[config.mk]
export PLATFORM = sky130hd
export DESIGN_NAME = receiver_core
export DESIGN_NICKNAME = d
export VERILOG_FILES = /design/src/rtl/receiver_pkg.sv /design/src/rtl/receiver_bit_sampler.sv /design/src/rtl/receiver_core.sv
export SDC_FILE = /design/constraint.sdc
export NUM_CORES = 1
export LEC_CHECK = 0
export CORE_ASPECT_RATIO = 1.4
export CORE_MARGIN = 3
export CORE_UTILIZATION = 39
export CTS_CLUSTER_SIZE = 10
export DETAILED_ROUTE_END_ITERATION = 8
export PLACE_DENSITY = 0.6
export SYNTH_ARGS = -nofsm -noshare
export SYNTH_HDL_FRONTEND = slang
export SYNTH_SLANG_ARGS = --single-unit
[constraint.sdc]
create_clock -name clock -period 3.62 [get_ports clock]
set_clock_uncertainty 0.15 [all_clocks]
set_input_delay 0.724 -clock clock [delete_from_list [all_inputs] [get_ports clock]]
set_output_delay 0.724 -clock clock [all_outputs]
set_load 0.05 [all_outputs]
[src/rtl/receiver_pkg.sv]
// Shared types and constants for the line receiver.
// State enum, default timing constants and the 3-tap vote helper.
package receiver_pkg;

  typedef enum logic [2:0] {
    IDLE,
    START,
    DATA,
    STOP,
    WAIT_HIGH
  } rx_state_e;

  localparam int         SAMPLES_PER_BIT_DEF = 72;
  localparam logic [7:0] THRESHOLD_DEF       = 8'h80;
  localparam int         DATA_BITS_DEF       = 8;

  function automatic logic maj3(
    input logic a,
    input logic b,
    input logic c
  );
    return (a & b) | (a & c) | (b & c);
  endfunction

endpackage

[src/rtl/receiver_bit_sampler.sv]
// Registers the ADC code, slices it to a line level, flags falling
// edges and votes three consecutive samples around the bit centre.
// Ports:
//   clk_i, rst_ni         clock, async active-low reset
//   ad_i                  raw ADC sample
//   tap0_en_i, tap1_en_i  capture the first / second vote sample
//   lvl_o                 current line level (ad_q >= THRESHOLD)
//   fall_o                level went 1 -> 0 this cycle
//   maj_o                 majority of tap0, tap1 and current level
module receiver_bit_sampler
  import receiver_pkg::*;
#(
  parameter logic [7:0] THRESHOLD = THRESHOLD_DEF
) (
  input  logic       clk_i,
  input  logic       rst_ni,
  input  logic [7:0] ad_i,
  input  logic       tap0_en_i,
  input  logic       tap1_en_i,
  output logic       lvl_o,
  output logic       fall_o,
  output logic       maj_o
);

  logic [7:0] ad_q;
  logic       lvl_prev_q;
  logic       tap0_q;
  logic       tap1_q;

  assign lvl_o = (ad_q >= THRESHOLD);

  // Previous level resets low so reset release never looks like an edge.
  assign fall_o = lvl_prev_q & ~lvl_o;

  // Third vote sample is the live level, so the vote lands on that cycle.
  assign maj_o = maj3(tap0_q, tap1_q, lvl_o);

  always_ff @(posedge clk_i or negedge rst_ni) begin
    if (!rst_ni) begin
      ad_q       <= '0;
      lvl_prev_q <= 1'b0;
      tap0_q     <= 1'b0;
      tap1_q     <= 1'b0;
    end else begin
      ad_q       <= ad_i;
      lvl_prev_q <= lvl_o;
      if (tap0_en_i) tap0_q <= lvl_o;
      if (tap1_en_i) tap1_q <= lvl_o;
    end
  end

endmodule

[src/rtl/receiver_core.sv]
// Recovers 8N1 bytes from a sampled ADC line waveform.
// Ports:
//   clock, resetN        clock, async active-low reset
//   receiver_sync_in     receive enable, low aborts to IDLE
//   receiver_ad          ADC sample, one per clock
//   receiver_sync_out    one-cycle strobe: new byte on receiver_da
//   receiver_da          last correctly framed byte
//   frame_err            one-cycle strobe: stop bit read low
//   err_count            saturating framing error count
module receiver_core
  import receiver_pkg::*;
#(
  parameter int         SAMPLES_PER_BIT = SAMPLES_PER_BIT_DEF,
  parameter logic [7:0] THRESHOLD       = THRESHOLD_DEF,
  parameter int         DATA_BITS       = DATA_BITS_DEF
) (
  input  logic       clock,
  input  logic       resetN,
  input  logic       receiver_sync_in,
  input  logic [7:0] receiver_ad,
  output logic       receiver_sync_out,
  output logic [7:0] receiver_da,
  output logic       frame_err,
  output logic [7:0] err_count
);

  localparam int PW   = $clog2(SAMPLES_PER_BIT);
  localparam int HALF = SAMPLES_PER_BIT / 2;

  localparam logic [PW-1:0] PH_TAP0 = PW'(HALF - 1);
  localparam logic [PW-1:0] PH_TAP1 = PW'(HALF);
  localparam logic [PW-1:0] PH_DEC  = PW'(HALF + 1);
  localparam logic [PW-1:0] PH_LAST = PW'(SAMPLES_PER_BIT - 1);
  localparam logic [PW-1:0] PH_ONE  = PW'(1);
  localparam logic [3:0]    LAST_DB = 4'(DATA_BITS);

  rx_state_e       state_q;
  logic [PW-1:0]   phase_q;
  logic [3:0]      bit_q;
  logic [7:0]      sh_q;
  logic [7:0]      da_q;
  logic            sync_out_q;
  logic            ferr_q;
  logic [7:0]      err_q;

  logic            in_frame;
  logic            tap0_en;
  logic            tap1_en;
  logic            dec;
  logic            lvl;
  logic            fall;
  logic            maj;

  assign in_frame = (state_q == START) ||
                    (state_q == DATA)  ||
                    (state_q == STOP);

  assign tap0_en = in_frame && (phase_q == PH_TAP0);
  assign tap1_en = in_frame && (phase_q == PH_TAP1);
  assign dec     = in_frame && (phase_q == PH_DEC);

  receiver_bit_sampler #(
    .THRESHOLD (THRESHOLD)
  ) u_sampler (
    .clk_i     (clock),
    .rst_ni    (resetN),
    .ad_i      (receiver_ad),
    .tap0_en_i (tap0_en),
    .tap1_en_i (tap1_en),
    .lvl_o     (lvl),
    .fall_o    (fall),
    .maj_o     (maj)
  );

  always_ff @(posedge clock or negedge resetN) begin
    if (!resetN) begin
      state_q    <= IDLE;
      phase_q    <= '0;
      bit_q      <= '0;
      sh_q       <= '0;
      da_q       <= '0;
      sync_out_q <= 1'b0;
      ferr_q     <= 1'b0;
      err_q      <= '0;
    end else begin
      sync_out_q <= 1'b0;
      ferr_q     <= 1'b0;
      if (!receiver_sync_in) begin
        state_q <= IDLE;
        phase_q <= '0;
        bit_q   <= '0;
      end else begin
        // Free-running bit timer, re-armed in IDLE so that the
        // cycle after the start edge is phase 1 of bit 0.
        if (phase_q == PH_LAST) begin
          phase_q <= '0;
          bit_q   <= bit_q + 4'd1;
        end else begin
          phase_q <= phase_q + 1'b1;
        end
        unique case (state_q)
          IDLE: begin
            phase_q <= PH_ONE;
            bit_q   <= '0;
            if (fall) state_q <= START;
          end
          START: begin
            if (dec) begin
              if (maj) state_q <= IDLE;
              else     state_q <= DATA;
            end
          end
          DATA: begin
            if (dec) begin
              sh_q <= {maj, sh_q[7:1]};
              if (bit_q == LAST_DB) state_q <= STOP;
            end
          end
          STOP: begin
            if (dec) begin
              if (maj) begin
                da_q       <= sh_q;
                sync_out_q <= 1'b1;
                state_q    <= IDLE;
              end else begin
                ferr_q <= 1'b1;
                if (err_q != 8'hFF) err_q <= err_q + 8'd1;
                // A held-low line must not re-trigger start bits.
                state_q <= WAIT_HIGH;
              end
            end
          end
          WAIT_HIGH: begin
            if (lvl) state_q <= IDLE;
          end
          default: state_q <= IDLE;
        endcase
      end
    end
  end

  assign receiver_sync_out = sync_out_q;
  assign receiver_da       = da_q;
  assign frame_err         = ferr_q;
  assign err_count         = err_q;

endmodule

==> results of run 1 <==
==> power by group through the flow <==
stage | sequential [mW] | clock (mW) | combinational [mW]
final | 0.502 | 0.306 | 0.0300
after global routing | 0.503 | 0.337 | 0.0349
after CTS | 0.502 | 0.318 | 0.0310
after detailed placement | 0.512 | 0 | 0.0309
after global placement | 0.511 | 0 | 0.0298
after floorplan | 0.507 | 0 | 0.0187
==> cells by family after synthesis <==
group	share of synthesized area, %
simple gates	18.49
flops	53.17
mux	12.39
compound gates	4.652
buf+inv	2.960
xor+xnor	4.229
fa+ha+maj	4.109
==> synth_stat cells (all sizes together), types with 3 or more instances <==
master / number
xnor2: 5
ha: 6
o21ai: 3
nor3b: 3
nand2: 12
nand2b: 3
nand4: 3
mux2: 21
nor2: 11
a21oi: 4
nand3: 7
nor3: 9
dfrtp: 44
inv: 6
nor4b: 3
xor2: 5
clkbuf: 6
==> worst max-delay path, delay by kind of cell <==
family                 cells  cell delay, ns
buffers and inverters      1            0.64
multiplexers               1            0.34
AND/OR/NAND/NOR            3            1.12
==> state kept, by name, indices dropped and copies added, names as in the netlist <==
name and flops:
phase_q 7, frame_err 1, u_sampler.ad_q 1, state_q 3, u_sampler.tap0_q 1, u_sampler.tap1_q 1, u_sampler.lvl_prev_q 1, err_count 8
bit_q 4, receiver_da 8, receiver_sync_out 1, sh_q 8
==> final cells by class <==
cell class	count	area, um2
multi-input cells	117	908.4
inverters	6	22.52
fillers	454	2585
repair buffers	21	205.2
clock buffers	8	90.09
well taps	64	80.08
flip-flops and latches	44	1101
==> metrics by stage <==
| stage | power (mW) | hold slack, ns |
|---|---|---|
| floorplan | 0.5261 | 0.2784 |
| finish | 0.8379 | 0.3132 |
| global route | 0.8751 | 0.3485 |
| global placement | 0.5408 | 0.2956 |
| detailed placement | 0.5426 | 0.3069 |
| CTS | 0.8510 | 0.3246 |
==> cell usage in the layout, fill, tap and decap left out, types with 2 or more instances in the layout <==
cell type / n
dfrtp_1: 44
mux2_2: 20
clkdlybuf4s50_1: 20
nand2_1: 12
nor2_1: 10
nor3_1: 9
nand3_1: 7
inv_1: 6
ha_1: 6
clkbuf_8: 6
xnor2_1: 5
xor2_1: 5
a21oi_1: 4
nand2b_1: 3
nor3b_1: 3
nand4_1: 3
mux2i_1: 2
nor4_4: 2
nor4b_1: 2
o21ai_0: 2
a31oi_1: 2
and3_1: 2
a21o_1: 2
clkbuf_1: 2
==> worst paths after layout <==
check                      depth (start not counted)               from                    to  slack, ns
hold reg to reg                                    0  u_sampler.ad_q[7]  u_sampler.lvl_prev_q       0.31
hold / removal                                     0  u_sampler.ad_q[7]  u_sampler.lvl_prev_q       0.31
max in group asynchronous                          1             resetN            state_q[1]       2.29
setup / recovery                                   5   receiver_sync_in          err_count[1]       0.83
setup reg to reg                                   4         phase_q[3]               sh_q[1]       1.13
min in group asynchronous                          1             resetN        receiver_da[5]       0.43
==> per-layer routing <==
| layer | track usage, % | wire length, um | vias to the layer above |
|---|---|---|---|
| met2 | 21.93 | 1870 | 19 |
| met5 | 0 | 0 | - |
| met1 | 15.86 | 1538 | 679 |
| met4 | 5.584 | 66 | 0 |
| met3 | 3.309 | 86 | 5 |
| li1 | - | - | 662 |
==> results.md, run 1 <==
- The cell area after placement is 2317 um2.
- The post-DP HPWL is 2.559 mm.
- After synthesis the cells add up to 2071 um2.
- Walking the worst path, the cells encountered are clkdlybuf4s50_1, nand4b_1, or4_4, nor2_2, mux2_1.
- The most area-hungry cell type in the Yosys netlist is dfrtp_1.
- The die is between 90 and 100 um tall.
- The number of distinct library cells after synthesis is 40.
- The synthesized area divided by synthesized cell count is roughly 12 um2.
- The class of the most critical setup path is primary input to flop.
- For this configuration, the core starts out at a cell density of 41.48%.
- The number of max-slew violations in the final report is 0.
- The cell type of the slowest stage on the worst timing path is clkdlybuf4s50_1.
- Of the total power, the share spent switching nets is a little over a fifth.
- Measured against its own limit, the worst slew margin works out to 20.13%.
- The number of gates resized after CTS was 0.
- From left edge to right edge, the die measures 67.59 um.
- Dividing the detail-routed wire length by the instance count gives roughly 14 um.
- The count of input and output buffers is 21.
- The portion of total power attributed to the clock network is 36.5%.
- Counting flops with an async set or reset pin after synthesis yields a share of 100.0%.
- The maximum operating frequency is 358.3 MHz.
- Data on the critical path is required at its endpoint by 3.65 ns.
- At the placement stage, the worst setup path has a slack of 0.5259 ns.
- The H-tree generated during clock tree synthesis spans 2 levels.
- The number of antenna violations at the first check in global routing is 0.
- The portion of the clock cycle consumed by the worst path in the final layout is 77.10%.
- The core region is between 4000 and 5000 um2.
- In this run the worst path has a maximum fanout of 9.
- In the global route stage, overall resource usage came out at between 10% and 20%.
- Routability-driven placement finished with a final weighted congestion of just under 0.8.
- After clock tree synthesis, the clock-pin slew on the worst setup and hold paths is 0.08 ns.
- The number of nets with antenna violations after routing is 0.
- The leftover overflow at the end of global routing is 0.
- The count of hold buffers inserted by post-cts repair is 0.
- The design area is 2407 um2.
- The count of final hold-check violations is 0.
- The largest net degree at the start of global routing is 45.
- For the pin with the worst max-slew slack, the measured transition is 1.188 ns.
- The post-placement cell count is 252.
- The initialized floorplan defines 30 standard-cell rows.
- The post-synthesis sequential area ratio is 53.17%.
- Relative to the synthesized area, the layout overhead comes to 16.25%.
- The total clock buffers created by CTS is 5.
- When the netlist entered floorplanning its net count stood at 192.
- By area the synthesized netlist is led by dfrtp_1 53%, mux2_2 11%, ha_1 3.6%, nor3_1 2.2%, nand2_1 2.2%.
- The clock tree from TritonCTS is done.
- Yosys printed 0 warnings.
- In the routed design, unresolved DRC markers number 0.
- Combinational logic is responsible for 3.6% of the overall power.
- The first global-routing pass estimated approximately 6.3 mm of wire.
- The clock latency reported for the late side of the worst-skew pair is 0.29 ns.
- The floorplan die area is 6232 um2.
- Once layout is complete, the cells apart from fillers number 260.
- The arrival time of data at the critical path endpoint is 2.82 ns.
- The sum of negative setup slack is 0 ns.
- The via count of the first global-routing pass is 1,383.
- The total setup buffers inserted after CTS is 0.
- The maximum count of clock buffers along a single path is 2.
- VDD sags by at most 0.2188 mV.
- In this run the biggest area consumer among cell types represents 53.17% of the synthesized area.
- The flow ran to the end, and the final reports show no timing, DRC or antenna violations.
- The clock drives between 40 and 50 sinks.
- The final layout net count is 212.
- Across the run, the number of max-cap violations was 0.
- The total via count after detailed routing is 1,365.
- Dividing the detail-routed via count by the number of cells gives 5.250.
- Setup violations remaining at the end of the flow were counted as 0.
- In this run, the number of DRC markers left after iteration 0 of detailed routing was 37.
- The share of total power in sequential cells is 59.9%.
- The number of synthesized flops with an enable pin is 0.
- The number of diodes added for antenna fixing is 0.
- STA classifies the critical path endpoint as a flop.
- Setup repair after global routing left no endpoint under its margin.
- The total of flip-flops plus latches after synthesis is between 40 and 50.
- The final worst slack is slightly above 0.8 ns.
- In this run the power spent charging and discharging nets is 0.1772 mW.
- The proportion of layout cells with a drive suffix above 1 is 16.84%.
- For this run, the detailed router's first-pass iteration total came to 4.
- The standby leakage power is between 1 and 1.5 nW.
- The share of the core filled with cells is 48.22%.
- The largest stage delay on the critical path is 0.64 ns.
- Synthesis produced a netlist whose cell count is between 150 and 200.
- The dominant synthesized flop cell is dfrtp_1.
- The final critical delay including setup and external delays is about 2.8 ns.
- The total detailed-routing wirelength is between 3 and 4 mm.
- The startpoint class of the critical path is a primary input.
- The worst hold path class is flop to flop.
- The boundary pin count is 29.
- The internal portion of the total power is 0.6608 mW.
- The power density relative to cell area is 348.1 nW/um2.
- The cell sitting at the root of the clock tree is a clkbuf_8.
Note: power is estimated with default switching activity, not from simulation.
==> inputs of run 2 (changes only) <==
--- a/config.mk
+++ b/config.mk
@@ -10,7 +10,7 @@
 export CORE_UTILIZATION = 39
 export CTS_CLUSTER_SIZE = 10
 export DETAILED_ROUTE_END_ITERATION = 8
-export PLACE_DENSITY = 0.6
+export PLACE_DENSITY = 0.63
 export SYNTH_ARGS = -nofsm -noshare
 export SYNTH_HDL_FRONTEND = slang
 export SYNTH_SLANG_ARGS = --single-unit
==> constraint.sdc (replaced) <==
create_clock -name clock -period 2.5 [get_ports clock]
set_clock_uncertainty 0.15 [all_clocks]
set_input_delay 0.5 -clock clock [delete_from_list [all_inputs] [get_ports clock]]
set_output_delay 0.5 -clock clock [all_outputs]
set_load 0.05 [all_outputs]
==> run 2 against run 1 <==
Net effect:
- register-to-register slack got worse by 0.97 ns
- clock power up 70%
- power grew 55%
- largest cell class unchanged
==> results.md, run 2 (synthesized netlist as in run 1, its figures left out) <==
- The run finished with clean final reports.
- Buffers added to address setup during post-CTS repair amount to 0.
- The total routing usage reported by global routing is 14.08%.
- At the pin with the least slew margin, the transition time is 1.281 ns.
- The leftover overflow at the end of global routing is 0.
- The first-pass iteration count of the detailed router is 5.
- The via count of the first global-routing pass is around 1,500.
- Final hold analysis gives a worst-case slack of between 0.3 and 0.4 ns.
- Clock tree synthesis found a total of 44 sinks.
- Relative to the synthesized area, the layout overhead comes to 21.51%.
- The worst setup path is launched from a flop.
- The critical path data required time is roughly 2.5 ns.
- Leaving out fill and tap cells, the most frequent cell in the layout is dfrtp_1.
- 0 antenna diodes ended up in the layout.
- For the worst-skew pair, the clock arrives at the later sink with an insertion delay of roughly 0.29 ns.
- The cell area after placement is around 2400 um2.
- In this run, CTS created clock tree buffers numbering 5.
- The design area is 2516 um2.
- The number of placed instances, taps included, is 262.
- The worst setup path is of the flop to flop kind.
- The number of max-slew violations in the final report was 0.
- The count of H-tree levels built during CTS is 2.
- Of the cells placed in the final design, the portion with a size suffix greater than 1 is 21.74%.
- The relative slew slack is 13.89%.
- Setup repair after global routing left no endpoint under its margin.
- The routability congestion estimate from global placement is 0.8330.
- The number of maximum-capacitance violations is 0.
- The mean number of vias per cell is ~5.3.
- The post-DP HPWL is 2.851 mm.
- The worst hold path class is flop to flop.
- The library cells used most frequently in the layout, excluding fill and tap cells, are 44 x dfrtp_1, 20 x mux2_2, 20 x clkdlybuf4s50_1.
- The die width is between 60 and 70 um.
- The count of final hold-check violations was 0.
- The standby leakage power is between 1 and 1.5 nW.
- Timing would allow up to between 400 and 500 MHz.
- During I/O placement, the number of pins put on the boundary was 29.
- The row count is 30.
- The routed layout has around 1,400 vias.
- The floorplan die area is ~6200 um2.
- The count of input and output buffers is 21.
- The routed design could run at a clock period as short as 2.339 ns.
- The CTS clock-pin slew for the worst setup and hold paths is 0.07 ns.
- Summed over all layers, the routed wires come to 3.787 mm.
- The clock tree from TritonCTS is done.
- IR analysis of the VDD net gives a maximum drop of 0.2627 mV.
- For this configuration, the core starts out at a cell density of 41.48%.
- The chip height is 92.22 um.
- The kind of end point of the critical path is a flop.
- The first global-routing pass estimated 6.665 mm of wire.
- Entering global routing, the biggest net connects 18 pins.
- The arrival time of data at the critical path endpoint is 2.36 ns.
- After floorplanning, the core was sized to cover 4992 um2.
- The final critical path takes up between 90% and 100% of the cycle.
- The share of the core filled with cells is 50.40%.
- Setup slack on the critical path of the routed design comes to ~0.16 ns.
- The initial DRC count is 112.
- After detailed routing, the average wire length per cell comes to 13.97 um.
- The clock passes through at most 2 buffers.
- The number of antenna violations at the first check in global routing was 0.
- The power density relative to cell area is around 500 nW/um2.
- Setup violations remaining at the end of the flow were counted as 0.
- The final layout net count is 223.
- The finished layout holds 271 standard cells, fillers aside.
- The maximum fanout encountered on the critical timing path is 6.
- The overall power of the completed layout is 1.296 mW.
- The number of nets with antenna violations after routing is 0.
- OpenSTA, run right after detailed placement, puts the worst setup slack at about 0.0084 ns.
- The remaining routing DRC violations is 0.
- The sum of negative setup slack is 0 ns.
- Clock tree synthesis selected as its root buffer the cell clkbuf_8.
-- run 2: path summary, 6_finish.rpt --
path                                   start                   end  slack (ns)  cells past startpoint
setup reg to reg                  phase_q[4]          err_count[1]        0.16                      4
hold reg to reg            u_sampler.ad_q[7]  u_sampler.lvl_prev_q        0.31                      0
max in group asynchronous             resetN            phase_q[4]        1.16                      3
min in group asynchronous             resetN        receiver_da[4]        0.49                      2
setup / recovery                  phase_q[4]          err_count[1]        0.16                      4
hold / removal             u_sampler.ad_q[7]  u_sampler.lvl_prev_q        0.31                      0
-- run 2: worst max-delay path, stage by stage, from the launching register on --
cell	delay, ns
dfrtp_1	0.45
or4b_4	0.56
or4_4	0.58
nor2_2	0.15
mux2_1	0.33
-- run 2: repair_timing --
item	in CTS	in global routing
gates resized for setup	0	1
hold endpoints to repair	15	0
setup endpoints to repair	0	1
hold buffers	1	0
-- run 2: layout make-up --
| cell class | count | area [um2] |
|---|---|---|
| inverter | 6 | 22.52 |
| timing repair buffer | 32 | 290.3 |
| sequential | 44 | 1101 |
| clock inverter | 2 | 35.03 |
| clock buffer | 6 | 72.57 |
| tap | 64 | 80.08 |
| multi-input combinational | 117 | 914.6 |
| fill | 468 | 2476 |
-- run 2: layer usage --
metal  vias to the layer above  share of wire, %  GRT usage [%]
li1                        678                 -              -
met2                        30                54          22.34
met1                       720                40          16.91
met5                         -                 0              0
met3                         5               3.9          4.167
met4                         0               1.7          6.937
-- run 2: power by group --
group          internal, mW  total, mW  switching (mW)
sequential            0.717      0.727          0.0100
combinational        0.0189     0.0497          0.0307
clock                 0.296      0.519           0.223
==> inputs of run 3 (changes only) <==
--- a/config.mk
+++ b/config.mk
@@ -5,12 +5,14 @@
 export SDC_FILE = /design/constraint.sdc
 export NUM_CORES = 1
 export LEC_CHECK = 0
+export CAP_MARGIN = 20
 export CORE_ASPECT_RATIO = 1.4
-export CORE_MARGIN = 3
+export CORE_MARGIN = 2
 export CORE_UTILIZATION = 39
 export CTS_CLUSTER_SIZE = 10
 export DETAILED_ROUTE_END_ITERATION = 8
 export PLACE_DENSITY = 0.63
+export SETUP_SLACK_MARGIN = 0.3
 export SYNTH_ARGS = -nofsm -noshare
 export SYNTH_HDL_FRONTEND = slang
 export SYNTH_SLANG_ARGS = --single-unit
==> run 3 against run 2 <==
Net effect:
- routed wire length decreased by 6.1%
- sequential power hardly changed
- power increased by 7.7%
- sequential share of layout area shrank 1.7 points
- clock-buffer cell count is 1 lower
- first-iteration DRC count fell by 44%
- critical path depth unchanged
- die area is 5.1% lower
- utilization up 0.36 points
- fmax up 7.7%
- design area grew 4.1%
- critical path type unchanged
- critical endpoint unchanged
- largest cell class unchanged
- largest power group unchanged
==> results.md, run 3 (synthesized netlist as in run 1, its figures left out) <==
- The run finished with clean final reports.
- The worst hold path class is primary input to asynchronous set/reset pin.
- The tree built by TritonCTS fans out to 44 sinks.
- The chip height is 90.22 um.
- For this design, the slowest cell found on the critical path is or4b_4.
- The number of nets with antenna violations after routing is 0.
- At the worst endpoint, the required time is 2.52 ns.
- Counting cells, the worst reg-to-reg path comes to 4.
- The standby leakage power is between 1 and 1.5 nW.
- 0 antenna diodes ended up in the layout.
- The maximum fanout encountered on the critical timing path is 3.
- For this run, design rule violations remaining after detail routing come to 0.
- Summing over every cut layer, the via total after detailed routing is 1,405.
- The largest net degree at the start of global routing is 45.
- The proportion of layout cells with a drive suffix above 1 is 25.24%.
- In the routed layout, each cell is associated on average with a via count of 5.091.
- The area growth from synthesis to layout is 26.47%.
- The worst register-to-register path has a setup slack of 0.33 ns.
- The CTS clock-pin slew for the worst setup and hold paths is 0.08 ns.
- The area of the multi-input gates is 947.2 um2.
- The area of all sequential standard cells is 1102 um2.
- The pre-antenna-repair detailed-routing pass consisted of 4 iterations.
- For this run, the post-layout net count is between 200 and 250.
- Setup repair after global routing could not meet its margin everywhere.
- The setup path with the least slack is of type flop to flop.
- Routability-driven placement finished with a final weighted congestion of 0.7749.
- The leading cell type in the layout, fill and taps excluded is dfrtp_1.
- The total detailed-routing wirelength is approximately 3.6 mm.
- From left edge to right edge, the die measures about 66 um.
- The overall power of the completed layout is 1.396 mW.
- Hold is met by 0.1290 ns.
- At the pin with the least slew margin, the transition time is 0.6895 ns.
- For this run, the top clock speed supported by timing is approximately 460 MHz.
- The arrival time of data at the critical path endpoint is 2.20 ns.
- For this block, the initial DRC count from the detailed router was 63.
- No sink is reached through more buffers than the 2 on the longest clock path.
- The die covers 5917 um2.
- The later pin in the worst-skew pair is clocked with a latency of 0.29 ns.
- The region available for standard cell placement spans between 5000 and 6000 um2.
- In this run the tool buffered the top-level ports with 21 buffer cells.
- Max-cap violations in this run came to 0.
- The number of antenna violations at the first check in global routing came to 0.
- The number of max-slew violations in the final report was 0.
- The filler cell count in the final layout is 475.
- During I/O placement, the number of pins put on the boundary was 29.
- The tree is rooted in a clkbuf_8.
- The startpoint class of the critical path is a flop.
- The row count is 31.
- Leaving out fill and tap cells, the most frequent cells in the layout are 43 x dfrtp_1, 20 x mux2_2, 14 x buf_4.
- The design area is 2619 um2.
- Detailed placement finished with a half-perimeter wire length of roughly 2.5 mm.
- The count of final hold-check violations is 0.
- The starting density of the core is roughly two fifths.
- The portion of the clock cycle consumed by the worst path in the final layout is 86.92%.
- The final critical delay including setup and external delays is 2.173 ns.
- The power density relative to cell area is 533.0 nW/um2.
- The largest stage delay on the critical path is 0.57 ns.
- The clock tree synthesis step divided the H-tree into 2 levels.
- The most critical setup path has its startpoint at phase_q[3].
- In this run the tightest slew margin relative to its limit is 53.68%.
- TritonCTS built the clock tree.
- The worst flop-to-flop path endpoint is err_count[1].
- Global routing consumed, over all layers together, a little over an eighth of the routing resources.
- The via count of the first global-routing pass is 1,369.
- The cell area after placement is 2434 um2.
- Walking the worst path, the cells encountered are or4b_4, or4_4, nor2_4, mux2_4.
- Summed over all layers, the global routing overflow is 0.
- After layout, the worst setup slack is 0.3270 ns.
- STA classifies the critical path endpoint as a flop.
- The first global-routing pass estimated 6.078 mm of wire.
- The number of endpoints failing setup at the final stage is 0.
- The start of the worst register-to-register path is phase_q[3].
- Buffers inserted during clock tree synthesis total 5.
- The worst-case IR drop observed on VDD is around 0.24 mV.
- Dividing the detail-routed wire length by the instance count gives ~13 um.
- At the placement stage, the worst setup path has a slack of -0.001288 ns.
[run 3: worst max path at each step]
stage	endpoint	cells past startpoint
after CTS	u_sampler.tap0_q	5
after detailed placement	receiver_da[2]	6
after global placement	receiver_da[6]	6
after floorplan	err_count[1]	5
after global routing	err_count[2]	6
final	err_count[1]	4
[run 3: layer usage]
layer | vias to the layer above | global-route usage [%] | routed length (um)
li1 | 686 | - | -
met1 | 699 | 16.22 | 1574
met2 | 18 | 22.19 | 1876
met3 | 2 | 3.004 | 84
met4 | 0 | 3.646 | 21
met5 | - | 0 | 0
[run 3: repair_timing]
item	in CTS	in global routing
endpoints found under the setup margin	18	24
gates resized for setup	2	11
hold buffers	0	0
pin swaps	0	1
hold endpoints to repair	0	0
cloned	0	0
setup buffers	0	1
[run 3: area by class of cell]
cell class / instances / share of cell area (%)
Clock buffer: 5 / 2.628
Clock inverter: 2 / 2.293
Inverter: 6 / 0.8600
Multi-Input combinational cell: 117 / 36.17
Sequential cell: 44 / 42.09
Tap cell: 66 / 3.153
Timing Repair Buffer: 36 / 12.80
[run 3: stage by stage]
step                       TNS (ns)  util (%)  std cells
after floorplan                   0         -        175
after global placement            0     47.17        268
after detailed placement  -0.001288     47.17        268
after CTS                         0     49.77        275
after global routing              0     50.76        276
final                             0     50.76        276
[run 3: where the power goes]
group          leakage [nW]  internal, mW  switching (mW)
Sequential            0.606         0.717         0.00767
Combinational         0.596        0.0199          0.0322
Clock                0.0642         0.393           0.226
Total                  1.27          1.13           0.266
[run 3: worst max-delay path: cells and delay by family (launching register included)]
kind,cells,cell delay (ns)
muxes,1,0.30
DFF,1,0.44
and+or+nand+nor,3,1.17
==> patch 1 (config.mk and constraints of run 3) <==
Put one more register stage on the output `err_count`. The value now appears one clock later. The other outputs are not delayed to match.
--- a/src/rtl/receiver_core.sv
+++ b/src/rtl/receiver_core.sv
@@ -142,7 +142,9 @@
   assign receiver_sync_out = sync_out_q;
   assign receiver_da       = da_q;
   assign frame_err         = ferr_q;
-  assign err_count         = err_q;
+  always_ff @(posedge clock) begin
+    err_count <= err_q;
+  end
 
 endmodule
 
Check against the original RTL: no difference found for any inputs over 10 cycles, from zero or initial values and one cycle with resetN low; that may be too few to reach the edited logic, so the function may still have changed.
==> patch 1 against run 3 <==
Worst setup slack improved by 0.028 ns; cell count rose by 3.3%; the flow now finishes with violations (negative hold slack); wire length rose by 1.8%; die area rose by 6.3%; sequential cell count rose by 8; largest power group unchanged; area after synthesis rose by 6.7%; synthesized cell count rose by 4.6%; count of clock-buffer cells in the layout rose by 1; cell area rose by 2.3%; power barely moved.
==> patch 1: results (changes against run 3) <==
Max-Slew Margin vs Limit=0.392 (-0.145); Register Area=1260 µm² (+14%); flip-flop and latch count=52 (+18%); mux contribution to synthesized area=0.117 (-0.00722); worst hold-check path type=input pin to async pin; clock-cell share of area=0.0317 (-0.0175); failing checks=negative hold slack; inverter count=8 (+2); Critical Path Fanout Max=7 (+4); vias in the first global route=1368 (-0.073%); Non-clock buffering overhead=0.112 (-0.0160); gpl congestion=0.823 (+6.2%); adder-cell share of the synthesized area=0.0391 (-0.00202); worst-case reg-to-reg path depth=7 (+3); global-route usage over all layers=0.127 (-0.00338); asr flop ratio synth=0.846 (-0.154); clkbuf count=6 (+1); share of cells above drive strength 1=0.235 (-0.0174); CP Data Arrival Time=2.18 ns (-0.02 ns); worst hold slack=-0.00996 ns (-0.139 ns); xor/xnor cell area share of the yosys netlist=0.0515 (+0.00923); Crit-path slowest cell=or4_4; Peak VDD IR=321 µV (+33%); Multi-input gate area=918 µm² (-3.0%); R2R Path Start=phase_q[1]$_DFF_PN0_; fin nets=233 (+2.6%); largest stage delay on the critical path=0.59 ns (+0.02 ns); Non-Clock Buffer Count=32 (-11%); average vias per placed instance=4.98 (-2.1%); first-pass GRT wire length=6.12 mm (+0.69%); Synth Area in Compound Gates=0.0300 (-0.0165); post-synth net total=200 (+4.2%); final-layout fill cell count=500 (+5.3%); Synth cell types=38 (-5.0%); status=complete, but fails checks; Synth area leaders=dfrtp_1, mux2_2, dfxtp_1; Leak=1.25 nW (-1.1%); dpl hpwl=2.46 mm (-1.6%); flop-to-flop setup slack=0.35 ns (+0.03 ns); Fin. Hold Viols=3 (+3); Reg2Reg Capture Point=err_q[6]$_DFFE_PN0P_; sequential share of the synthesized area=0.571 (+0.0391); initial DRC count=111 (+76%); Placement Setup Slack=0.0137 ns (+0.0150 ns)
==> patch 1: cell types whose count changed after synthesis, sizes merged, moves of 4 or more <==
| cell | before | now |
|---|---|---|
| dfxtp | 0 | 8 |
| nand2 | 12 | 5 |
| nand3 | 7 | 12 |
| nor2 | 11 | 15 |
| xor2 | 5 | 11 |
==> patch 1: power breakdown <==
part	internal [mW]	switching [mW]
sequential	0.846	0.0129
clock	0.196	0.263
combinational	0.0322	0.0459
==> patch 1: per-stage QoR <==
step	cell area (µm²)	instances
2_1_floorplan	2210	183
4_1_cts	2630	281
3_5_place_dp	2530	272
3_3_place_gp	2530	272
5_1_grt	2680	285
6_report	2680	285
==> patch 1: routing by layer <==
layer  vias up  GRT usage  share of wire
li1        696          -              -
met1       692      0.149           0.43
met2        24      0.216           0.52
met3         8     0.0325          0.033
met4         0     0.0493          0.021
met5         -          0              0
==> patch 1: timing repair <==
item | in CTS | in global routing
endpoints found under the setup margin | 2 | 3
setup buffers | 1 | 4
pin swaps | 1 | 3
gates resized for setup | 1 | 6
==> patch 2 (config.mk and constraints of run 3) <==
Without the edit above. Change the package constant `SAMPLES_PER_BIT_DEF` from 72 to 144.
--- a/src/rtl/receiver_pkg.sv
+++ b/src/rtl/receiver_pkg.sv
@@ -10,7 +10,7 @@
     WAIT_HIGH
   } rx_state_e;
 
-  localparam int         SAMPLES_PER_BIT_DEF = 72;
+  localparam int         SAMPLES_PER_BIT_DEF = 144;
   localparam logic [7:0] THRESHOLD_DEF       = 8'h80;
   localparam int         DATA_BITS_DEF       = 8;
 
Check against the original RTL: same outputs for any inputs over 10 cycles, from zero or initial values and one cycle with resetN low; that may be too few to reach the edited logic, so the function may still have changed.
==> patch 2 against run 3 <==
Sequential cell count rose by 1; sequential share of layout area rose by 1.9 points; core utilization fell by 1.5 points; wire length fell by 0.11%; synthesized cell count fell by 0.57%; worst setup slack improved by 0.0096 ns; cell area fell by 2.2%; critical path depth fell by 1; area after synthesis rose by 2.2%; critical endpoint is now sh_q[7]$_DFFE_PN0P_.
Power is not compared: it rests on default switching activity, and its combinational part moved more than twofold at a synthesized area within 25%.
==> patch 2: results (changes against run 3) <==
synth cell count leaders=dfrtp_1, mux2_2, nor2_1, inv_1, nand2_1; gpl congestion=0.802 (+3.5%); initial DRC count=97 (+54%); Leak=1.27 nW; status=completed; Reg2Reg Capture Point=sh_q[7]$_DFFE_PN0P_; vias in the first global route=1298 (-5.2%); worst-case reg-to-reg path depth=3 (-1); asr flop ratio synth=1.00 (unchanged); sequential share of the synthesized area=0.532 (about the same); Synth cell types=40 (unchanged); fin nets=225 (-0.88%); dpl hpwl=2.55 mm (+1.8%); Post-Place Cell Area=2430 µm² (about the same); share of cells above drive strength 1=0.230 (-0.0227); antenna violations before repair=0 (unchanged); R2R Path Start=phase_q[7]$_DFF_PN0_; post-synth net total=191 (-0.52%); Antenna Nets Post-Route=0 (unchanged); Max-Slew Margin vs Limit=0.492 (-0.0446); largest net degree at the start of global routing=36 (-20%); Skew-Pair Late Insertion Delay=0.29 ns (about the same); average routed wire per standard cell=12.9 µm (+0.25%); Synth area leaders=dfrtp_1, mux2_2, mux2_4; Critical Path Fanout Max=8 (+5); Clock Pin Slew Worst Setup and Hold Paths=0.09 ns; largest stage delay on the critical path=0.61 ns (+0.04 ns); vias post-DR=1358 (-3.3%); global-route usage over all layers=0.135 (+0.00499); first-pass GRT wire length=6.31 mm (+3.8%)
## patch 2: cell types whose count changed after synthesis, sizes merged, moves of 3 or more
cell | before | now
xnor2 | 5 | 8
nand2 | 12 | 9
inv | 6 | 10
and3 | 2 | 5
o21ai | 3 | 0
a21oi | 4 | 0
clkbuf | 6 | 2
nor3 | 9 | 2
## patch 2: kinds of logic after synthesis
| group | after synthesis | synth area share |
|---|---|---|
| and+or+nand+nor | 61 | 0.169 |
| DFF | 45 | 0.532 |
| AOI/OAI and AO/OA | 11 | 0.0414 |
| adders and majority gates | 7 | 0.0402 |
| buffers and inverters | 14 | 0.0290 |
| xor gates and xnor gates | 14 | 0.0580 |
| muxes | 22 | 0.131 |
## patch 2: critical path, delay by kind of cell, from the launching register on
family | cells | cell delay, ns
flip-flops | 1 | 0.41
AND/OR/NAND/NOR | 2 | 1.16
multiplexers | 1 | 0.33
## patch 2: timing repair
action / 4_1_cts / 5_1_grt
resized for setup: 5 / 5
buffers inserted: 0 / 3
setup endpoints to repair: 23 / 14
## patch 2: stage by stage
step	utilization	hold WS, ns	setup slack, ns	instances	total power, mW
global placement	0.468	0.323	0.0942	264	0.969
global route	0.493	0.167	0.298	275	1.49
floorplan	-	0.0544	0.310	174	0.906
detailed placement	0.468	0.325	0.0785	264	0.974
CTS	0.486	0.135	0.303	272	1.43
finish	0.493	0.117	0.337	275	1.41
## patch 2: final cells by class
type                    instances  area, µm²
clock buffers                   5       68.8
multi-input cells             115        935
inverters                      10       37.5
flip-flops and latches         45       1130
repair buffers                 31        287
clock inverters                 3       22.5
well taps                      66       82.6
fillers                       495       2640
## patch 2: routing by layer
| layer | vias up | track usage | routed length, µm |
|---|---|---|---|
| met3 | 6 | 0.0372 | 101 |
| met2 | 19 | 0.212 | 1740 |
| li1 | 683 | - | - |
| met1 | 650 | 0.171 | 1640 |
| met5 | - | 0 | 0 |
| met4 | 0 | 0.0612 | 74 |
## patch 2: report_power, final
part | internal (mW) | switching [mW]
Combinational | 0.0688 | 0.114
Sequential | 0.746 | 0.0276
Clock | 0.196 | 0.254
## patch 2: worst max path at each step
stage / from / endpoint / slack [ns] / depth (start not counted)
after detailed placement: receiver_sync_in / sh_q[7]$_DFFE_PN0P_ / 0.08 / 4
final: phase_q[7]$_DFF_PN0_ / sh_q[7]$_DFFE_PN0P_ / 0.34 / 3
after floorplan: phase_q[5]$_DFF_PN0_ / sh_q[0]$_DFFE_PN0P_ / 0.31 / 5
after global routing: phase_q[7]$_DFF_PN0_ / sh_q[7]$_DFFE_PN0P_ / 0.30 / 3
after global placement: receiver_sync_in / sh_q[5]$_DFFE_PN0P_ / 0.09 / 4
after CTS: err_count[7]$_DFFE_PN0P_ / err_count[7] / 0.30 / 1
